$ cat src/rtl/comparator_stream_pipelined_pkg.sv
// Shared types for the pipelined stream comparator: compare mode, ALU flags
// of A-B, and the decoded relation set.
package comparator_pkg;

    typedef enum logic {
        CMP_UNSIGNED = 1'b0,
        CMP_SIGNED   = 1'b1
    } cmp_mode_t;

    typedef struct packed {
        logic n;
        logic z;
        logic c;
        logic v;
    } cmp_flags_t;

    typedef struct packed {
        logic eq;
        logic ne;
        logic lt;
        logic le;
        logic gt;
        logic ge;
    } cmp_rel_t;

endpackage

$ cat src/rtl/comparator_stream_pipelined_if.sv
// Operand/result stream bundle for comparator_stream_pipelined.
// COMPARATOR_STREAM_MINMAX_EN adds the running min/max sideband signals.
interface comparator_stream_pipelined_if #(
    parameter int unsigned WIDTH = 8,
    parameter int unsigned TAG_W = 4
);
    logic             in_valid;
    logic             in_ready;
    logic [WIDTH-1:0] in_a;
    logic [WIDTH-1:0] in_b;
    logic             in_signed;
    logic [TAG_W-1:0] in_tag;
    logic             out_valid;
    logic             out_ready;
    logic [TAG_W-1:0] out_tag;
    logic             out_eq, out_ne, out_lt, out_le, out_gt, out_ge;
    logic             out_n, out_z, out_c, out_v;
`ifdef COMPARATOR_STREAM_MINMAX_EN
    logic             minmax_clear;
    logic [WIDTH-1:0] run_min;
    logic [WIDTH-1:0] run_max;
    logic             run_seen;

    modport slave (
        input  in_valid, in_a, in_b, in_signed, in_tag, out_ready, minmax_clear,
        output in_ready, out_valid, out_tag,
               out_eq, out_ne, out_lt, out_le, out_gt, out_ge,
               out_n, out_z, out_c, out_v, run_min, run_max, run_seen
    );
    modport master (
        output in_valid, in_a, in_b, in_signed, in_tag, out_ready, minmax_clear,
        input  in_ready, out_valid, out_tag,
               out_eq, out_ne, out_lt, out_le, out_gt, out_ge,
               out_n, out_z, out_c, out_v, run_min, run_max, run_seen
    );
`else
    modport slave (
        input  in_valid, in_a, in_b, in_signed, in_tag, out_ready,
        output in_ready, out_valid, out_tag,
               out_eq, out_ne, out_lt, out_le, out_gt, out_ge,
               out_n, out_z, out_c, out_v
    );
    modport master (
        output in_valid, in_a, in_b, in_signed, in_tag, out_ready,
        input  in_ready, out_valid, out_tag,
               out_eq, out_ne, out_lt, out_le, out_gt, out_ge,
               out_n, out_z, out_c, out_v
    );
`endif
endinterface

$ cat src/rtl/comparator_stream_pipelined_flag_decode.sv
// Combinational decode of A-B flags into the relation set under a compare mode.
module comparator_flag_decode
    import comparator_pkg::*;
(
    input  cmp_flags_t flags,
    input  cmp_mode_t  mode,
    output cmp_rel_t   rel
);
    logic slt;

    always_comb begin
        rel    = '0;
        slt    = flags.n ^ flags.v;
        rel.eq = flags.z;
        rel.ne = ~flags.z;
        if (mode == CMP_SIGNED) begin
            rel.lt = slt;
            rel.ge = ~slt;
            rel.le = flags.z | slt;
            rel.gt = ~flags.z & ~slt;
        end else begin
            rel.lt = ~flags.c;
            rel.ge = flags.c;
            rel.le = flags.z | ~flags.c;
            rel.gt = flags.c & ~flags.z;
        end
    end
endmodule

$ cat src/rtl/comparator_stream_pipelined.sv
// Two-stage valid/ready comparator: S1 captures operands, S2 holds A-B flags.
// COMPARATOR_STREAM_MINMAX_EN enables running min/max tracking of A on output.
module comparator_stream_pipelined
    import comparator_pkg::*;
#(
    parameter int unsigned WIDTH = 8,
    parameter int unsigned TAG_W = 4
) (
    input logic                          clk,
    input logic                          reset,
    comparator_stream_pipelined_if.slave bus
);
    function automatic cmp_flags_t sub_flags(input logic [WIDTH-1:0] a,
                                             input logic [WIDTH-1:0] b);
        logic [WIDTH:0] sum;
        cmp_flags_t     f;
        sum = {1'b0, a} + {1'b0, ~b} + {{WIDTH{1'b0}}, 1'b1};
        f.n = sum[WIDTH-1];
        f.z = (sum[WIDTH-1:0] == '0);
        f.c = sum[WIDTH];
        f.v = (a[WIDTH-1] ^ b[WIDTH-1]) & (a[WIDTH-1] ^ sum[WIDTH-1]);
        return f;
    endfunction

    logic             s1_valid_q, s1_valid_d;
    logic [WIDTH-1:0] s1_a_q, s1_a_d;
    logic [WIDTH-1:0] s1_b_q, s1_b_d;
    cmp_mode_t        s1_mode_q, s1_mode_d;
    logic [TAG_W-1:0] s1_tag_q, s1_tag_d;

    logic             s2_valid_q, s2_valid_d;
    cmp_flags_t       s2_flags_q, s2_flags_d;
    cmp_mode_t        s2_mode_q, s2_mode_d;
    logic [TAG_W-1:0] s2_tag_q, s2_tag_d;

    logic             s2_can_load, in_ready, in_hs, s1_adv;
    cmp_rel_t         rel;

    always_comb begin
        s2_can_load = ~s2_valid_q | bus.out_ready;
        in_ready    = ~s1_valid_q | s2_can_load;
        in_hs       = bus.in_valid & in_ready;
        s1_adv      = s1_valid_q & s2_can_load;

        s1_valid_d  = in_ready ? bus.in_valid : s1_valid_q;
        s1_a_d      = in_hs ? bus.in_a   : s1_a_q;
        s1_b_d      = in_hs ? bus.in_b   : s1_b_q;
        s1_tag_d    = in_hs ? bus.in_tag : s1_tag_q;
        s1_mode_d   = s1_mode_q;
        if (in_hs) s1_mode_d = bus.in_signed ? CMP_SIGNED : CMP_UNSIGNED;

        s2_valid_d  = s2_can_load ? s1_valid_q : s2_valid_q;
        s2_flags_d  = s1_adv ? sub_flags(s1_a_q, s1_b_q) : s2_flags_q;
        s2_mode_d   = s1_adv ? s1_mode_q : s2_mode_q;
        s2_tag_d    = s1_adv ? s1_tag_q  : s2_tag_q;
    end

    always_ff @(posedge clk or posedge reset) begin
        if (reset) begin
            s1_valid_q <= 1'b0;
            s1_a_q     <= '0;
            s1_b_q     <= '0;
            s1_mode_q  <= CMP_UNSIGNED;
            s1_tag_q   <= '0;
            s2_valid_q <= 1'b0;
            s2_flags_q <= '0;
            s2_mode_q  <= CMP_UNSIGNED;
            s2_tag_q   <= '0;
        end else begin
            s1_valid_q <= s1_valid_d;
            s1_a_q     <= s1_a_d;
            s1_b_q     <= s1_b_d;
            s1_mode_q  <= s1_mode_d;
            s1_tag_q   <= s1_tag_d;
            s2_valid_q <= s2_valid_d;
            s2_flags_q <= s2_flags_d;
            s2_mode_q  <= s2_mode_d;
            s2_tag_q   <= s2_tag_d;
        end
    end

    comparator_flag_decode u_dec (
        .flags (s2_flags_q),
        .mode  (s2_mode_q),
        .rel   (rel)
    );

    // Result fields are masked while S2 is empty so idle outputs read as zero.
    assign bus.in_ready  = in_ready;
    assign bus.out_valid = s2_valid_q;
    assign bus.out_tag   = s2_valid_q ? s2_tag_q : '0;
    assign bus.out_eq    = s2_valid_q & rel.eq;
    assign bus.out_ne    = s2_valid_q & rel.ne;
    assign bus.out_lt    = s2_valid_q & rel.lt;
    assign bus.out_le    = s2_valid_q & rel.le;
    assign bus.out_gt    = s2_valid_q & rel.gt;
    assign bus.out_ge    = s2_valid_q & rel.ge;
    assign bus.out_n     = s2_valid_q & s2_flags_q.n;
    assign bus.out_z     = s2_valid_q & s2_flags_q.z;
    assign bus.out_c     = s2_valid_q & s2_flags_q.c;
    assign bus.out_v     = s2_valid_q & s2_flags_q.v;

`ifdef COMPARATOR_STREAM_MINMAX_EN
    logic [WIDTH-1:0] s2_a_q, s2_a_d;
    logic [WIDTH-1:0] run_min_q, run_min_d;
    logic [WIDTH-1:0] run_max_q, run_max_d;
    logic             run_seen_q, run_seen_d;
    logic             out_hs;
    cmp_rel_t         rel_min, rel_max;

    // Compare the departing A against each extreme using that result's own mode.
    comparator_flag_decode u_dec_min (
        .flags (sub_flags(s2_a_q, run_min_q)),
        .mode  (s2_mode_q),
        .rel   (rel_min)
    );
    comparator_flag_decode u_dec_max (
        .flags (sub_flags(s2_a_q, run_max_q)),
        .mode  (s2_mode_q),
        .rel   (rel_max)
    );

    always_comb begin
        out_hs     = s2_valid_q & bus.out_ready;
        s2_a_d     = s1_adv ? s1_a_q : s2_a_q;
        run_min_d  = run_min_q;
        run_max_d  = run_max_q;
        run_seen_d = run_seen_q;
        if (bus.minmax_clear) begin
            run_seen_d = 1'b0;
        end else if (out_hs) begin
            run_seen_d = 1'b1;
            if (!run_seen_q || rel_min.lt) run_min_d = s2_a_q;
            if (!run_seen_q || rel_max.gt) run_max_d = s2_a_q;
        end
    end

    always_ff @(posedge clk or posedge reset) begin
        if (reset) begin
            s2_a_q     <= '0;
            run_min_q  <= '0;
            run_max_q  <= '0;
            run_seen_q <= 1'b0;
        end else begin
            s2_a_q     <= s2_a_d;
            run_min_q  <= run_min_d;
            run_max_q  <= run_max_d;
            run_seen_q <= run_seen_d;
        end
    end

    assign bus.run_min  = run_min_q;
    assign bus.run_max  = run_max_q;
    assign bus.run_seen = run_seen_q;
`endif
endmodule

$ cat src/flat_wrapper.sv
// flat-port wrapper written by rule: the top's interface ports become plain ports
module comparator_stream_pipelined_flat import comparator_pkg::*;
#(
    parameter int unsigned WIDTH = 8,
    parameter int unsigned TAG_W = 4
)
  (clk, reset, bus_in_valid, bus_in_a, bus_in_b, bus_in_signed, bus_in_tag, bus_out_ready, bus_in_ready, bus_out_valid, bus_out_tag, bus_out_eq, bus_out_ne, bus_out_lt, bus_out_le, bus_out_gt, bus_out_ge, bus_out_n, bus_out_z, bus_out_c, bus_out_v);
  comparator_stream_pipelined_if #(.WIDTH(WIDTH), .TAG_W(TAG_W)) bus_i ();
  input logic clk;
  input logic reset;
  input wire logic [$bits(bus_i.in_valid)-1:0] bus_in_valid;
  input wire logic [$bits(bus_i.in_a)-1:0] bus_in_a;
  input wire logic [$bits(bus_i.in_b)-1:0] bus_in_b;
  input wire logic [$bits(bus_i.in_signed)-1:0] bus_in_signed;
  input wire logic [$bits(bus_i.in_tag)-1:0] bus_in_tag;
  input wire logic [$bits(bus_i.out_ready)-1:0] bus_out_ready;
  output wire logic [$bits(bus_i.in_ready)-1:0] bus_in_ready;
  output wire logic [$bits(bus_i.out_valid)-1:0] bus_out_valid;
  output wire logic [$bits(bus_i.out_tag)-1:0] bus_out_tag;
  output wire logic [$bits(bus_i.out_eq)-1:0] bus_out_eq;
  output wire logic [$bits(bus_i.out_ne)-1:0] bus_out_ne;
  output wire logic [$bits(bus_i.out_lt)-1:0] bus_out_lt;
  output wire logic [$bits(bus_i.out_le)-1:0] bus_out_le;
  output wire logic [$bits(bus_i.out_gt)-1:0] bus_out_gt;
  output wire logic [$bits(bus_i.out_ge)-1:0] bus_out_ge;
  output wire logic [$bits(bus_i.out_n)-1:0] bus_out_n;
  output wire logic [$bits(bus_i.out_z)-1:0] bus_out_z;
  output wire logic [$bits(bus_i.out_c)-1:0] bus_out_c;
  output wire logic [$bits(bus_i.out_v)-1:0] bus_out_v;
  assign bus_i.in_valid = bus_in_valid;
  assign bus_i.in_a = bus_in_a;
  assign bus_i.in_b = bus_in_b;
  assign bus_i.in_signed = bus_in_signed;
  assign bus_i.in_tag = bus_in_tag;
  assign bus_i.out_ready = bus_out_ready;
  assign bus_in_ready = bus_i.in_ready;
  assign bus_out_valid = bus_i.out_valid;
  assign bus_out_tag = bus_i.out_tag;
  assign bus_out_eq = bus_i.out_eq;
  assign bus_out_ne = bus_i.out_ne;
  assign bus_out_lt = bus_i.out_lt;
  assign bus_out_le = bus_i.out_le;
  assign bus_out_gt = bus_i.out_gt;
  assign bus_out_ge = bus_i.out_ge;
  assign bus_out_n = bus_i.out_n;
  assign bus_out_z = bus_i.out_z;
  assign bus_out_c = bus_i.out_c;
  assign bus_out_v = bus_i.out_v;
  comparator_stream_pipelined #(.WIDTH(WIDTH), .TAG_W(TAG_W)) u_core (.clk(clk), .reset(reset), .bus(bus_i));
endmodule
$ cat config.mk
export PLATFORM = sky130hd
export DESIGN_NAME = comparator_stream_pipelined_flat
export DESIGN_NICKNAME = d
export VERILOG_FILES = /design/src/rtl/comparator_stream_pipelined_pkg.sv /design/src/rtl/comparator_stream_pipelined_if.sv /design/src/rtl/comparator_stream_pipelined_flag_decode.sv /design/src/rtl/comparator_stream_pipelined.sv /design/src/flat_wrapper.sv
export SDC_FILE = /design/constraint.sdc
export NUM_CORES = 1
export LEC_CHECK = 0
export CAP_MARGIN = 20
export CORE_UTILIZATION = 49
export DETAILED_ROUTE_END_ITERATION = 6
export HOLD_SLACK_MARGIN = 0.08
export PLACE_DENSITY = 0.86
export SLEW_MARGIN = 10
export SYNTH_ARGS = -nofsm -noshare
export SYNTH_HDL_FRONTEND = slang
export SYNTH_SLANG_ARGS = --single-unit
$ cat constraint.sdc
create_clock -name clk -period 2.8 [get_ports clk]
set_clock_uncertainty 0.2 [all_clocks]
set_input_delay 0.56 -clock clk [delete_from_list [all_inputs] [get_ports clk]]
set_output_delay 0.56 -clock clk [all_outputs]
set_load 0.1 [all_outputs]
==> results of run 1 <==
cells by family (layout without fill, tap and decap cells):
kind of cell             count (synthesis)  after routing  synth area share (%)
AO/OA/AOI/OAI                           20             20                 7.865
XOR/XNOR                                 6              6                 3.147
adder cells (fa/ha/maj)                  9              9                 7.191
buffers and inverters                   17             63                 4.045
flip-flops                              32             32                 47.94
multiplexers                            27             27                 18.13
AND/OR/NAND/NOR                         37             37                 11.69
routing by layer:
metal	share of wire (%)	GRT usage [%]	vias up	wire, um
li1	-	-	593	-
met1	40	22.28	590	1201
met2	53	33.75	51	1593
met3	6.2	6.610	7	189
met4	1.6	10.30	0	49
met5	0	0	-	0
critical path, cell delays in order (launching register included):
cell,delay [ns]
dfrtp_1,0.41
xnor2_1,0.15
mux2i_1,0.16
and2_2,0.25
or2_2,0.30
buf_12,0.17
report_power, final:
part	switching (mW)	total, mW	leakage [nW]	internal, mW
clock network	0.143	0.285	0.0374	0.142
registers	0.0527	0.598	0.375	0.546
logic	0.743	1.12	0.602	0.373
total	0.938	2.00	1.01	1.06
final timing paths:
path                            cells past startpoint            startpoint              endpoint
worst max register to register                      7      u_core.s1_b_q[0]  u_core.s2_flags_q[2]
min in group asynchronous                           3                 reset    u_core.s1_tag_q[0]
worst max-delay path                                5  u_core.s2_flags_q[0]            bus_out_le
worst min register to register                      1    u_core.s2_tag_q[2]    u_core.s2_tag_q[2]
worst min-delay path                                1    u_core.s2_tag_q[2]    u_core.s2_tag_q[2]
max in group asynchronous                           3                 reset  u_core.bus.out_valid
sequential cells by signal, indices dropped and copies added, names as in the netlist:
signal and flops:
u_core.s1_a_q 8, u_core.s1_b_q 8, u_core.s2_tag_q 4, u_core.s2_flags_q 4, u_core.s1_tag_q 4, u_core.s1_mode_q 1, u_core.s1_valid_q 1, u_core.s2_mode_q 1
u_core.bus.out_valid 1
synthesized netlist by cell type, drive strengths merged:
library cell,count
dfrtp,32
inv,12
mux2,26
nand3b,1
ha,8
nor2,8
a32o,1
nor2b,4
o31ai,1
nand2b,5
mux2i,1
or4,1
nand2,7
o2111ai,1
or2,1
fa,1
xnor2,3
a21boi,1
a2111oi,1
o21ai,6
xor2,3
and2,9
clkbuf,4
a31oi,1
nor3,1
o211ai,1
buf,1
a21oi,6
a221oi,1
stage by stage:
| step | total power [mW] | instance area (um2) |
|---|---|---|
| 2_1_floorplan | 1.454 | 1693 |
| 3_3_place_gp | 1.700 | 2153 |
| 3_5_place_dp | 1.725 | 2153 |
| 4_1_cts | 2.018 | 2218 |
| 5_1_grt | 2.108 | 2218 |
| 6_report | 1.999 | 2218 |
area by class of cell:
class                           count  area share, %
Clock buffer                        7          2.933
Inverter                           12          2.030
Multi-Input combinational cell     99          37.00
Sequential cell                    32          36.27
Tap cell                           44          2.482
Timing Repair Buffer               44          19.29
==> Flow_metrics.wiki, run 1 <==
{| class="wikitable"
! Metric !! Value
|-
| Normalized max-slew margin || 73.21%
|-
| Estimated wirelength of the detail-placed design || 2.353 mm
|-
| Path type of the worst min-delay path || reg -> reg
|-
| Summed negative setup slack over all endpoints || 0 ns
|-
| Warnings, synthesis || 0
|-
| Max Cap Viol || 0
|-
| Number of design-rule violations left by the first detailed-router iteration || 23
|-
| Placed cell count || 231
|-
| Nets@finish || 228
|-
| Initial core utilization || 52.98%
|-
| Clock Sinks || 32
|-
| IR drop worst, VDD || 344.4 uV
|-
| Clock edge transition at the registers on the reported setup and hold paths || 0.09 ns
|-
| Most common library cell in the layout ignoring fill and taps || dfrtp_1
|-
| Final cell count without fillers || 238
|-
| Global-route usage over all layers || 19.91%
|-
| Total global routing overflow || 0
|-
| CP arrival || 1.78 ns
|-
| Number of vias in the routed layout || 1241
|-
| Number of distinct library cells after synthesis || 30
|-
| Critical path fanouts, max || 3
|-
| Fraction of synthesized cell area taken by the top area cell type || 47.94%
|-
| Run status || finished, final reports clean
|-
| Clock insertion delay at the later pin of the skew report || 0.33 ns
|-
| DRC violation count after routing || 0
|-
| Final-layout worst hold slack || 0.3086 ns
|-
| Tightest Pin Transition || 0.3917 ns
|-
| PD cells || 901.2 nW/um2
|-
| Number of buffers created by CTS || 5
|-
| Placement Setup Slack || 0.3603 ns
|-
| Lkg Pwr || 1.014 nW
|-
| Flip-flop and latch count after synthesis || 32
|-
| Total die area || 3646 um2
|-
| Unrepaired setup endpoints after global routing || false
|-
| Synthesis-to-layout area growth || 32.81%
|-
| Required time of the critical path || 2.04 ns
|-
| Multi-input gate area || 820.8 um2
|-
| Net count after synthesis || 182
|-
| Commonest cells after routing, fill and taps aside || dfrtp_1, mux2_2, clkdlybuf4s50_1
|-
| Die outline width || 60.39 um
|-
| Count of mapped cells out of synthesis || 148
|-
| Worst Setup Start Kind || flop
|-
| Sequential fraction of the synthesis area || 47.94%
|-
| Number of resized instances in the post-cts repair step || 0
|-
| Number of fillers in the final layout || 260
|-
| I/O Buffers || 40
|-
| Final weighted congestion in routability-driven placement || 0.7771
|-
| Worst setup slack after layout || 0.2568 ns
|-
| Via count of the first global-routing pass || 1212
|-
| Hold violation count in the final report || 0
|-
| Library cell occupying the most area in the post-synthesis netlist || dfrtp_1
|-
| Post-Syn Area per Cell || 11.29 um2
|-
| Die H || 60.39 um
|-
| Clock Tree Buf Depth || 2
|-
| Pre-Repair DR Iteration Count || 4
|-
| Via-per-instance ratio || 5.214
|-
| Standard-cell rows || 20
|-
| Root Buffer Master || clkbuf_4
|-
| Worst setup path class || reg -> out
|-
| Count of endpoints failing setup in the final report || 0
|-
| Critical path capture point type || primary output
|-
| Share of the core filled with cells in the final layout || 70.36%
|-
| Wire length after detailed routing || 3.034 mm
|-
| Global-route wire length before repair || 5.188 mm
|-
| CTS tree || built
|-
| Post-detailed-route wirelength per cell || 12.75 um
|-
| Ports placed on the boundary || 41
|-
| Postcts setup bufs || 0
|-
| Flip-flop and latch area || 804.5 um2
|-
| Pin count of the biggest net entering global routing || 33
|-
| Core region area || 3153 um2
|-
| Initial antenna violation count || 0
|-
| Timing-limited maximum frequency || 393.2 MHz
|-
| Largest cells by area after synthesis || dfrtp_1, mux2_2, ha_1, and2_1, inv_1
|-
| Clock H-tree levels || 2
|-
| Clock period minus worst slack || 2.543 ns
|-
| Fraction of final layout cells with drive strength greater than 1 || 30.93%
|-
| Cts hold-fix bufs || 0
|-
| Synthesized area || 1670 um2
|-
| Total count of max-transition violations in the final report || 0
|-
| Post-route ant nets || 0
|-
| Part of the cycle the worst path needs || 90.83%
|-
| R2r setup slk || 0.38 ns
|-
| Ant diodes || 0
|}
(Power assumes the default switching activity.)
==> inputs of run 2 (changes only) <==
--- a/config.mk
+++ b/config.mk
@@ -7,6 +7,7 @@
 export LEC_CHECK = 0
 export CAP_MARGIN = 20
 export CORE_UTILIZATION = 49
+export CTS_CLUSTER_DIAMETER = 120
 export DETAILED_ROUTE_END_ITERATION = 6
 export HOLD_SLACK_MARGIN = 0.08
 export PLACE_DENSITY = 0.86
==> results of run 2 <==
Same layout as run 1: the final DEF is identical, and so are final timing and power.
==> inputs of run 3 (changes only) <==
--- a/config.mk
+++ b/config.mk
@@ -5,9 +5,9 @@
 export SDC_FILE = /design/constraint.sdc
 export NUM_CORES = 1
 export LEC_CHECK = 0
-export CAP_MARGIN = 20
 export CORE_UTILIZATION = 49
 export CTS_CLUSTER_DIAMETER = 120
+export CTS_CLUSTER_SIZE = 40
 export DETAILED_ROUTE_END_ITERATION = 6
 export HOLD_SLACK_MARGIN = 0.08
 export PLACE_DENSITY = 0.86
==> results of run 3 <==
Same layout as run 1: the final DEF is identical, and so are final timing and power.
